`src/rtl/bubble_sort4_ctrl_pkg.sv`:
```
// ----------------------------------------------------------------------------
// bubble_sort4_ctrl_pkg
//   Shared element types for the four-element bubble sorter and its
//   comparator. The packed vector type maps one-to-one onto the 16-bit bus
//   packing used at the ports: element i occupies bits [4i+3:4i].
// ----------------------------------------------------------------------------
package bubble_sort4_ctrl_pkg;

   localparam int ELEM_W = 4;
   localparam int ELEM_N = 4;

   typedef logic [ELEM_W-1:0] elem_t;
   typedef elem_t [ELEM_N-1:0] elem_vec_t;

   // Swap decision for one adjacent pair (a sits at the lower index).
   // Equal operands never swap, which keeps the sort stable.
   function automatic logic need_swap(input logic desc,
                                      input logic a_lt_b,
                                      input logic a_gt_b,
                                      input logic a_eq_b);
      return !a_eq_b && (desc ? a_lt_b : a_gt_b);
   endfunction

endpackage : bubble_sort4_ctrl_pkg

```
`src/rtl/bubble_sort4_ctrl_cmp.sv`:
```
// ----------------------------------------------------------------------------
// bubble_sort4_ctrl_cmp
//   Purely combinational 4-bit unsigned magnitude comparator.
//   Ports:
//     a, b    in   4   operands
//     a_lt_b  out  1   a <  b
//     a_gt_b  out  1   a >  b
//     a_eq_b  out  1   a == b
// ----------------------------------------------------------------------------
module bubble_sort4_ctrl_cmp
   import bubble_sort4_ctrl_pkg::*;
(
   input  logic [ELEM_W-1:0] a,
   input  logic [ELEM_W-1:0] b,
   output logic              a_lt_b,
   output logic              a_gt_b,
   output logic              a_eq_b
);

   assign a_lt_b = (a <  b);
   assign a_gt_b = (a >  b);
   assign a_eq_b = (a == b);

endmodule : bubble_sort4_ctrl_cmp

```
`src/rtl/bubble_sort4_ctrl.sv`:
```
// ----------------------------------------------------------------------------
// bubble_sort4_ctrl
//   Sorts four 4-bit values with a bubble sort that time-shares a single
//   magnitude comparator: one compare/swap per clock. The input vector and
//   direction are latched on an accepted start; the sorted vector appears on
//   dout together with a one-cycle done pulse and is held until the next
//   accepted start.
//
//   Parameters:
//     EARLY_EXIT  1: finish after the first pass with no swap
//                 0: always run all six compares
//   Ports:
//     clk    in   1   system clock, all state changes on posedge
//     rst_n  in   1   synchronous active-low reset
//     start  in   1   sort request, only sampled in IDLE
//     desc   in   1   0 = ascending, 1 = descending (latched with din)
//     din    in   16  elements e0..e3, e[i] = din[4i+3:4i]
//     busy   out  1   high in SORT and DONE
//     done   out  1   one-cycle pulse, dout valid from this cycle
//     dout   out  16  sorted elements, same packing as din
//     swaps  out  3   swaps performed by the last sort (0..6)
// ----------------------------------------------------------------------------
module bubble_sort4_ctrl
   import bubble_sort4_ctrl_pkg::*;
#(
   parameter bit EARLY_EXIT = 1'b1
)
(
   input  logic        clk,
   input  logic        rst_n,
   input  logic        start,
   input  logic        desc,
   input  logic [15:0] din,
   output logic        busy,
   output logic        done,
   output logic [15:0] dout,
   output logic [2:0]  swaps
);

   typedef enum logic [1:0] {
      ST_IDLE = 2'b00,
      ST_SORT = 2'b01,
      ST_DONE = 2'b10
   } state_t;

   // Pass p compares idx = 0 .. LAST_IDX - p; the final pass is LAST_PASS.
   localparam logic [1:0] LAST_PASS = 2'd2;
   localparam logic [1:0] LAST_IDX  = 2'd2;

   state_t     state_q, state_d;
   elem_vec_t  elem_q,  elem_d;
   elem_vec_t  dout_q,  dout_d;
   logic       desc_q,  desc_d;
   logic [1:0] pass_q,  pass_d;
   logic [1:0] idx_q,   idx_d;
   logic       swapped_q, swapped_d;
   logic [2:0] swaps_q, swaps_d;

   // Comparator operand mux and decision signals.
   logic [1:0] idx_hi;
   elem_t      op_a, op_b;
   logic       a_lt_b, a_gt_b, a_eq_b;
   logic       do_swap;
   logic       pass_end;
   logic       swapped_any;
   logic       sort_end;

   assign idx_hi = idx_q + 2'd1;
   assign op_a   = elem_q[idx_q];
   assign op_b   = elem_q[idx_hi];

   bubble_sort4_ctrl_cmp u_cmp (
      .a      (op_a),
      .b      (op_b),
      .a_lt_b (a_lt_b),
      .a_gt_b (a_gt_b),
      .a_eq_b (a_eq_b)
   );

   assign do_swap     = need_swap(desc_q, a_lt_b, a_gt_b, a_eq_b);
   assign pass_end    = (idx_q == (LAST_IDX - pass_q));
   // The end-of-pass decision must include the swap made in this very cycle.
   assign swapped_any = swapped_q | do_swap;
   assign sort_end    = pass_end &&
                        ((pass_q == LAST_PASS) || (EARLY_EXIT && !swapped_any));

   // ------------------------------------------------------------------------
   // Next-state and output logic
   // ------------------------------------------------------------------------
   always_comb begin
      // NOTE: every variable gets a default before the case so no path can
      // leave one unassigned and infer a latch.
      state_d   = state_q;
      elem_d    = elem_q;
      dout_d    = dout_q;
      desc_d    = desc_q;
      pass_d    = pass_q;
      idx_d     = idx_q;
      swapped_d = swapped_q;
      swaps_d   = swaps_q;
      busy      = 1'b0;
      done      = 1'b0;

      unique case (state_q)
         ST_IDLE: begin
            if (start) begin
               elem_d    = elem_vec_t'(din);
               desc_d    = desc;
               pass_d    = 2'd0;
               idx_d     = 2'd0;
               swapped_d = 1'b0;
               swaps_d   = 3'd0;
               state_d   = ST_SORT;
            end
         end

         ST_SORT: begin
            busy = 1'b1;
            if (do_swap) begin
               elem_d[idx_q]  = op_b;
               elem_d[idx_hi] = op_a;
               swaps_d        = swaps_q + 3'd1;
            end
            if (sort_end) begin
               // NOTE: blocking assignments in a combinational block execute in
               // order, so dout_d sees this cycle's swap already applied to
               // elem_d; that is what makes dout valid in the DONE cycle.
               dout_d  = elem_d;
               state_d = ST_DONE;
            end else if (pass_end) begin
               pass_d    = pass_q + 2'd1;
               idx_d     = 2'd0;
               swapped_d = 1'b0;
            end else begin
               idx_d     = idx_q + 2'd1;
               swapped_d = swapped_any;
            end
         end

         ST_DONE: begin
            busy    = 1'b1;
            done    = 1'b1;
            state_d = ST_IDLE;
         end

         default: begin
            state_d = ST_IDLE;
         end
      endcase
   end

   // ------------------------------------------------------------------------
   // State register
   // ------------------------------------------------------------------------
   always_ff @(posedge clk) begin
      if (!rst_n) begin
         state_q <= ST_IDLE;
      end else begin
         state_q <= state_d;
      end
   end

   // ------------------------------------------------------------------------
   // Datapath registers
   // ------------------------------------------------------------------------
   always_ff @(posedge clk) begin
      if (!rst_n) begin
         // NOTE: the element registers are a tiny register bank, not a RAM, and
         // a reset mid-sort must discard the partial result, so they are reset
         // along with everything else.
         elem_q    <= '0;
         dout_q    <= '0;
         desc_q    <= 1'b0;
         pass_q    <= 2'd0;
         idx_q     <= 2'd0;
         swapped_q <= 1'b0;
         swaps_q   <= 3'd0;
      end else begin
         elem_q    <= elem_d;
         dout_q    <= dout_d;
         desc_q    <= desc_d;
         pass_q    <= pass_d;
         idx_q     <= idx_d;
         swapped_q <= swapped_d;
         swaps_q   <= swaps_d;
      end
   end

   assign dout  = dout_q;
   assign swaps = swaps_q;

endmodule : bubble_sort4_ctrl
```
`config.mk`:
```
export PLATFORM = sky130hd
export DESIGN_NAME = bubble_sort4_ctrl
export DESIGN_NICKNAME = d
export VERILOG_FILES = /design/src/rtl/bubble_sort4_ctrl_pkg.sv /design/src/rtl/bubble_sort4_ctrl_cmp.sv /design/src/rtl/bubble_sort4_ctrl.sv
export SDC_FILE = /design/constraint.sdc
export NUM_CORES = 1
export LEC_CHECK = 0
export CAP_MARGIN = 20
export CORE_UTILIZATION = 45
export DETAILED_ROUTE_END_ITERATION = 12
export GPL_TIMING_DRIVEN = 0
export PLACE_DENSITY_LB_ADDON = 0.12
export SETUP_SLACK_MARGIN = 0.4
export SKIP_LAST_GASP = 1
export SYNTH_ARGS = -nofsm -noshare
export SYNTH_HDL_FRONTEND = slang
export SYNTH_SLANG_ARGS = --single-unit
```
`constraint.sdc`:
```
create_clock -name clk -period 5.6 [get_ports clk]
set_input_delay 0.56 -clock clk [delete_from_list [all_inputs] [get_ports clk]]
set_output_delay 0.56 -clock clk [all_outputs]
set_load 0.02 [all_outputs]
```
==> reports/metrics.csv <==
metric;value;unit
cts_inserted_buffers;5;
p_r_area_growth_vs_syn;20.9;%
crit_path_max_incr_delay;0.42;ns
ys_top_cells_by_count;sky130_fd_sc_hd__dfxtp_1, sky130_fd_sc_hd__nand2_1, sky130_fd_sc_hd__o22ai_1;
rr_startpoint;idx_q[1]$_SDFFE_PN0P_;
fin_crit;4.00;ns
synth_enable_flop_cells;0;
largest_net_degree_at_the_start_of_global_routing;16;
yosys_most_used_dff;sky130_fd_sc_hd__dfxtp_1;
hold_viol_final;0;
core_area;0.00599;mm^2
stdcell_area;0.00341;mm^2
htree_levels;2;
cell_type_contributing_the_most_total_cell_area_after_synthesis;sky130_fd_sc_hd__dfxtp_1;
fmaxAchievable;250;MHz
async_reset_ff_share;0;%
crit_path_top_delay_cell;sky130_fd_sc_hd__nor3_2;
placement.cell_area;0.00331;mm^2
power.static_leakage;1.26;nW
tightest_slew;0.555;ns
max-slew-margin-rel;62.6;%
cts.sink_count;43;
grt.total_usage;28.2;%
holdCritPathClass;flip-flop to flip-flop;
worst-path-buf-inv;5;
postSynthCellCount;336;
unrepaired_setup_endpoints_after_global_routing;false;
final_core_util;56.9;%
seq_area_frac_synth;30.5;%
clock-root-buffer;sky130_fd_sc_hd__clkbuf_8;
run_status;finished clean;
synth_top_area_share;30.5;%
netSwitchingPower;0.000404;W
met1Wirelength;4170;um
post-dp-hpwl;6500;um
detailedRoute.firstIterationViolations;224;
routed_via_density;6.29;
worst_setup_hold_path_clk_slew;0.10;ns
setup_violations;0;
post_route_cells_drive_above_1_share;9.38;%
post_synth_main_area_contributors;sky130_fd_sc_hd__dfxtp_1, sky130_fd_sc_hd__ha_1, sky130_fd_sc_hd__o22ai_1, sky130_fd_sc_hd__and4_1, sky130_fd_sc_hd__a31oi_1;
ys_ff_latch;43;
cp.required;5.80;ns
start_util;47.1;%
worst_hold_startpoint;dout[15]$_SDFFE_PN0P_;
crit_type;flip-flop to flip-flop;
setup_total_negative_slack;0;ns
fillCellCount;570;
synthesis.area_per_instance;8.39;um^2
antenna_violating_nets_remaining;0;
floorplan.die_area;0.00658;mm^2
ctsLongestPathBuffers;2;
timing_max_transition_violations_final;0;
total_inserted_antenna_cells;0;
met3_length;452;um
dpl.cell_count;451;
critical_path.startpoint;idx_q[1]$_SDFFE_PN0P_;
cts_post_setup_buffers_inserted;0;
drt_wl_cell;18.6;um
cp_cell_sequence;buf_2 > inv_1 > ha_1 > buf_2 > mux2i_1 > mux2_2 > ha_1 > and4_1 > buf_2 > nor2_1 > and4_1 > nor3_2 > buf_2 > o211ai_1 > o211a_1;
swShare;41.4;%
power_frac_clock;21.4;%
timing.critical_path.from_type;flip-flop;
irDropWorstVdd;0.166;mV
drt_first_pass_iters;5;
routed-wl-met2;3790;um
finalCritPeriodShare;71.4;%
cts_tree;done;
final_nets;420;
worst_ep_arrival_time;4.20;ns
rows;28;
dieHeight;81.1;um
first_global_vias;2632;
synthesis.yosys.warnings;0;
grt_first_pass_wirelength;13800;um
chipWidth;81.1;um
maxUsedRoutingLayer;met4;
gp_weighted_congestion;0.967;
powerDensity;286;mW/mm^2
antenna_found_initial;0;
post_layout_nonfiller_instances;459;
drcViolationCount;0;
crit_family;buffers and inverters;
wirelength;8550;um
grt_remaining_overflow;0;
timing.critical_path.to_type;flip-flop;
synthesis.nets;373;
sequentialPowerShare;35.3;%
cts-hold-fix-buffers;0;
crit_path_frequent_cell;sky130_fd_sc_hd__buf_2;
synth_cell_type_count;53;
yosysMostFrequentCell;sky130_fd_sc_hd__dfxtp_1;
p_int;0.000571;W
port_buffers;40;
num_vias;2889;
power.combinational.fraction;43.3;%
worstPathMaxFanout;10;
worst_skew_pair.late_latency;0.31;ns
synth_area;0.00282;mm^2
final.setup_skew;0.0131;ns
cap_violations;0;
num_io_pins;41;
cts-resized-gates;0;
==> tightest hold or removal path: stages, from the launching register on <==
cell	delay (ns)
sky130_fd_sc_hd__dfxtp_1	0.32
sky130_fd_sc_hd__nand2_1	0.05
sky130_fd_sc_hd__o22ai_1	0.07
==> cells by family after synthesis <==
family | count (synthesis) | share of synthesized area (%)
buf+inv | 43 | 6.57
compound gates | 125 | 29.8
simple gates | 93 | 18.4
fa+ha+maj | 17 | 7.55
flops | 43 | 30.5
mux | 13 | 6.57
xor+xnor | 2 | 0.622
==> placed cells by master (no fill, tap or decap), types with 2 or more instances in the layout <==
cell / synthesis / layout
sky130_fd_sc_hd__a211oi_1: 5 / 5
sky130_fd_sc_hd__a21oi_1: 18 / 18
sky130_fd_sc_hd__a22oi_1: 11 / 11
sky130_fd_sc_hd__a31oi_1: 17 / 17
sky130_fd_sc_hd__and4_1: 14 / 14
sky130_fd_sc_hd__buf_2: 7 / 7
sky130_fd_sc_hd__buf_4: 2 / 2
sky130_fd_sc_hd__clkbuf_1: 15 / 15
sky130_fd_sc_hd__clkbuf_8: 0 / 5
sky130_fd_sc_hd__clkdlybuf4s50_1: 0 / 40
sky130_fd_sc_hd__clkinv_4: 0 / 2
sky130_fd_sc_hd__dfxtp_1: 43 / 43
sky130_fd_sc_hd__ha_1: 17 / 17
sky130_fd_sc_hd__inv_1: 17 / 17
sky130_fd_sc_hd__mux2_2: 4 / 4
sky130_fd_sc_hd__mux2i_1: 5 / 5
sky130_fd_sc_hd__mux4_2: 4 / 4
sky130_fd_sc_hd__nand2_1: 27 / 27
sky130_fd_sc_hd__nand2b_1: 5 / 5
sky130_fd_sc_hd__nand3_1: 12 / 12
sky130_fd_sc_hd__nor2_1: 15 / 15
sky130_fd_sc_hd__nor2b_1: 3 / 3
sky130_fd_sc_hd__nor3_1: 4 / 4
sky130_fd_sc_hd__o211a_1: 2 / 2
sky130_fd_sc_hd__o21a_1: 2 / 2
sky130_fd_sc_hd__o21ai_0: 9 / 9
sky130_fd_sc_hd__o21ai_1: 18 / 18
sky130_fd_sc_hd__o221a_2: 2 / 2
sky130_fd_sc_hd__o22ai_1: 24 / 24
sky130_fd_sc_hd__o311a_1: 2 / 2
sky130_fd_sc_hd__or3_1: 2 / 2
sky130_fd_sc_hd__or4_1: 5 / 5
sky130_fd_sc_hd__xor2_1: 2 / 2
==> sequential cells by signal, summed over array words and instances (netlist names) <==
register and count:
idx_q 2, dout 16, pass_q 2, state_q 2, swaps 3, swapped_q 1, desc_q 1, elem_q 16
==> final cells by class <==
cell class | instances | area (um^2) | share of cell area (%)
plain buffers | 25 | 118 | 3.45
clock buffers | 5 | 68.8 | 2.02
multi-input cells | 250 | 1770 | 52.0
flip-flops and latches | 43 | 861 | 25.3
repair buffers | 40 | 400 | 11.8
well taps | 75 | 93.8 | 2.75
clock inverters | 3 | 25.0 | 0.734
inverters | 18 | 67.6 | 1.98
==> path summary, 6_finish.rpt <==
kind / end / cells past startpoint / slack [ns]
worst max-delay path: dout[13]$_SDFFE_PN0P_ / 15 / 1.60
worst min-delay path: dout[15]$_SDFFE_PN0P_ / 2 / 0.48
worst max register to register: dout[13]$_SDFFE_PN0P_ / 15 / 1.60
worst min register to register: dout[15]$_SDFFE_PN0P_ / 2 / 0.48
==> layer usage <==
layer | track usage [%] | vias to the layer above
li1 | - | 1382
met1 | 40.9 | 1387
met2 | 42.5 | 108
met3 | 4.83 | 12
met4 | 7.86 | 0
met5 | 0 | -
==> through the flow <==
step | hold slack (ns) | power [W] | setup WS, ns
floorplan | 0.464 | 0.000647 | 2.25
global placement | 0.463 | 0.000756 | 1.72
detailed placement | 0.467 | 0.000762 | 1.67
CTS | 0.478 | 0.000966 | 1.64
global route | 0.499 | 0.00103 | 1.37
finish | 0.481 | 0.000975 | 1.60
==> power groups by stage <==
| stage | Clock, W | Combinational (W) | Sequential [W] |
|---|---|---|---|
| after floorplan | 0 | 0.000304 | 0.000343 |
| after global placement | 0 | 0.000407 | 0.000349 |
| after detailed placement | 0 | 0.000412 | 0.000350 |
| after CTS | 0.000210 | 0.000413 | 0.000343 |
| after global routing | 0.000225 | 0.000460 | 0.000346 |
| final | 0.000209 | 0.000423 | 0.000344 |
Note: power is estimated with default switching activity, not from simulation.
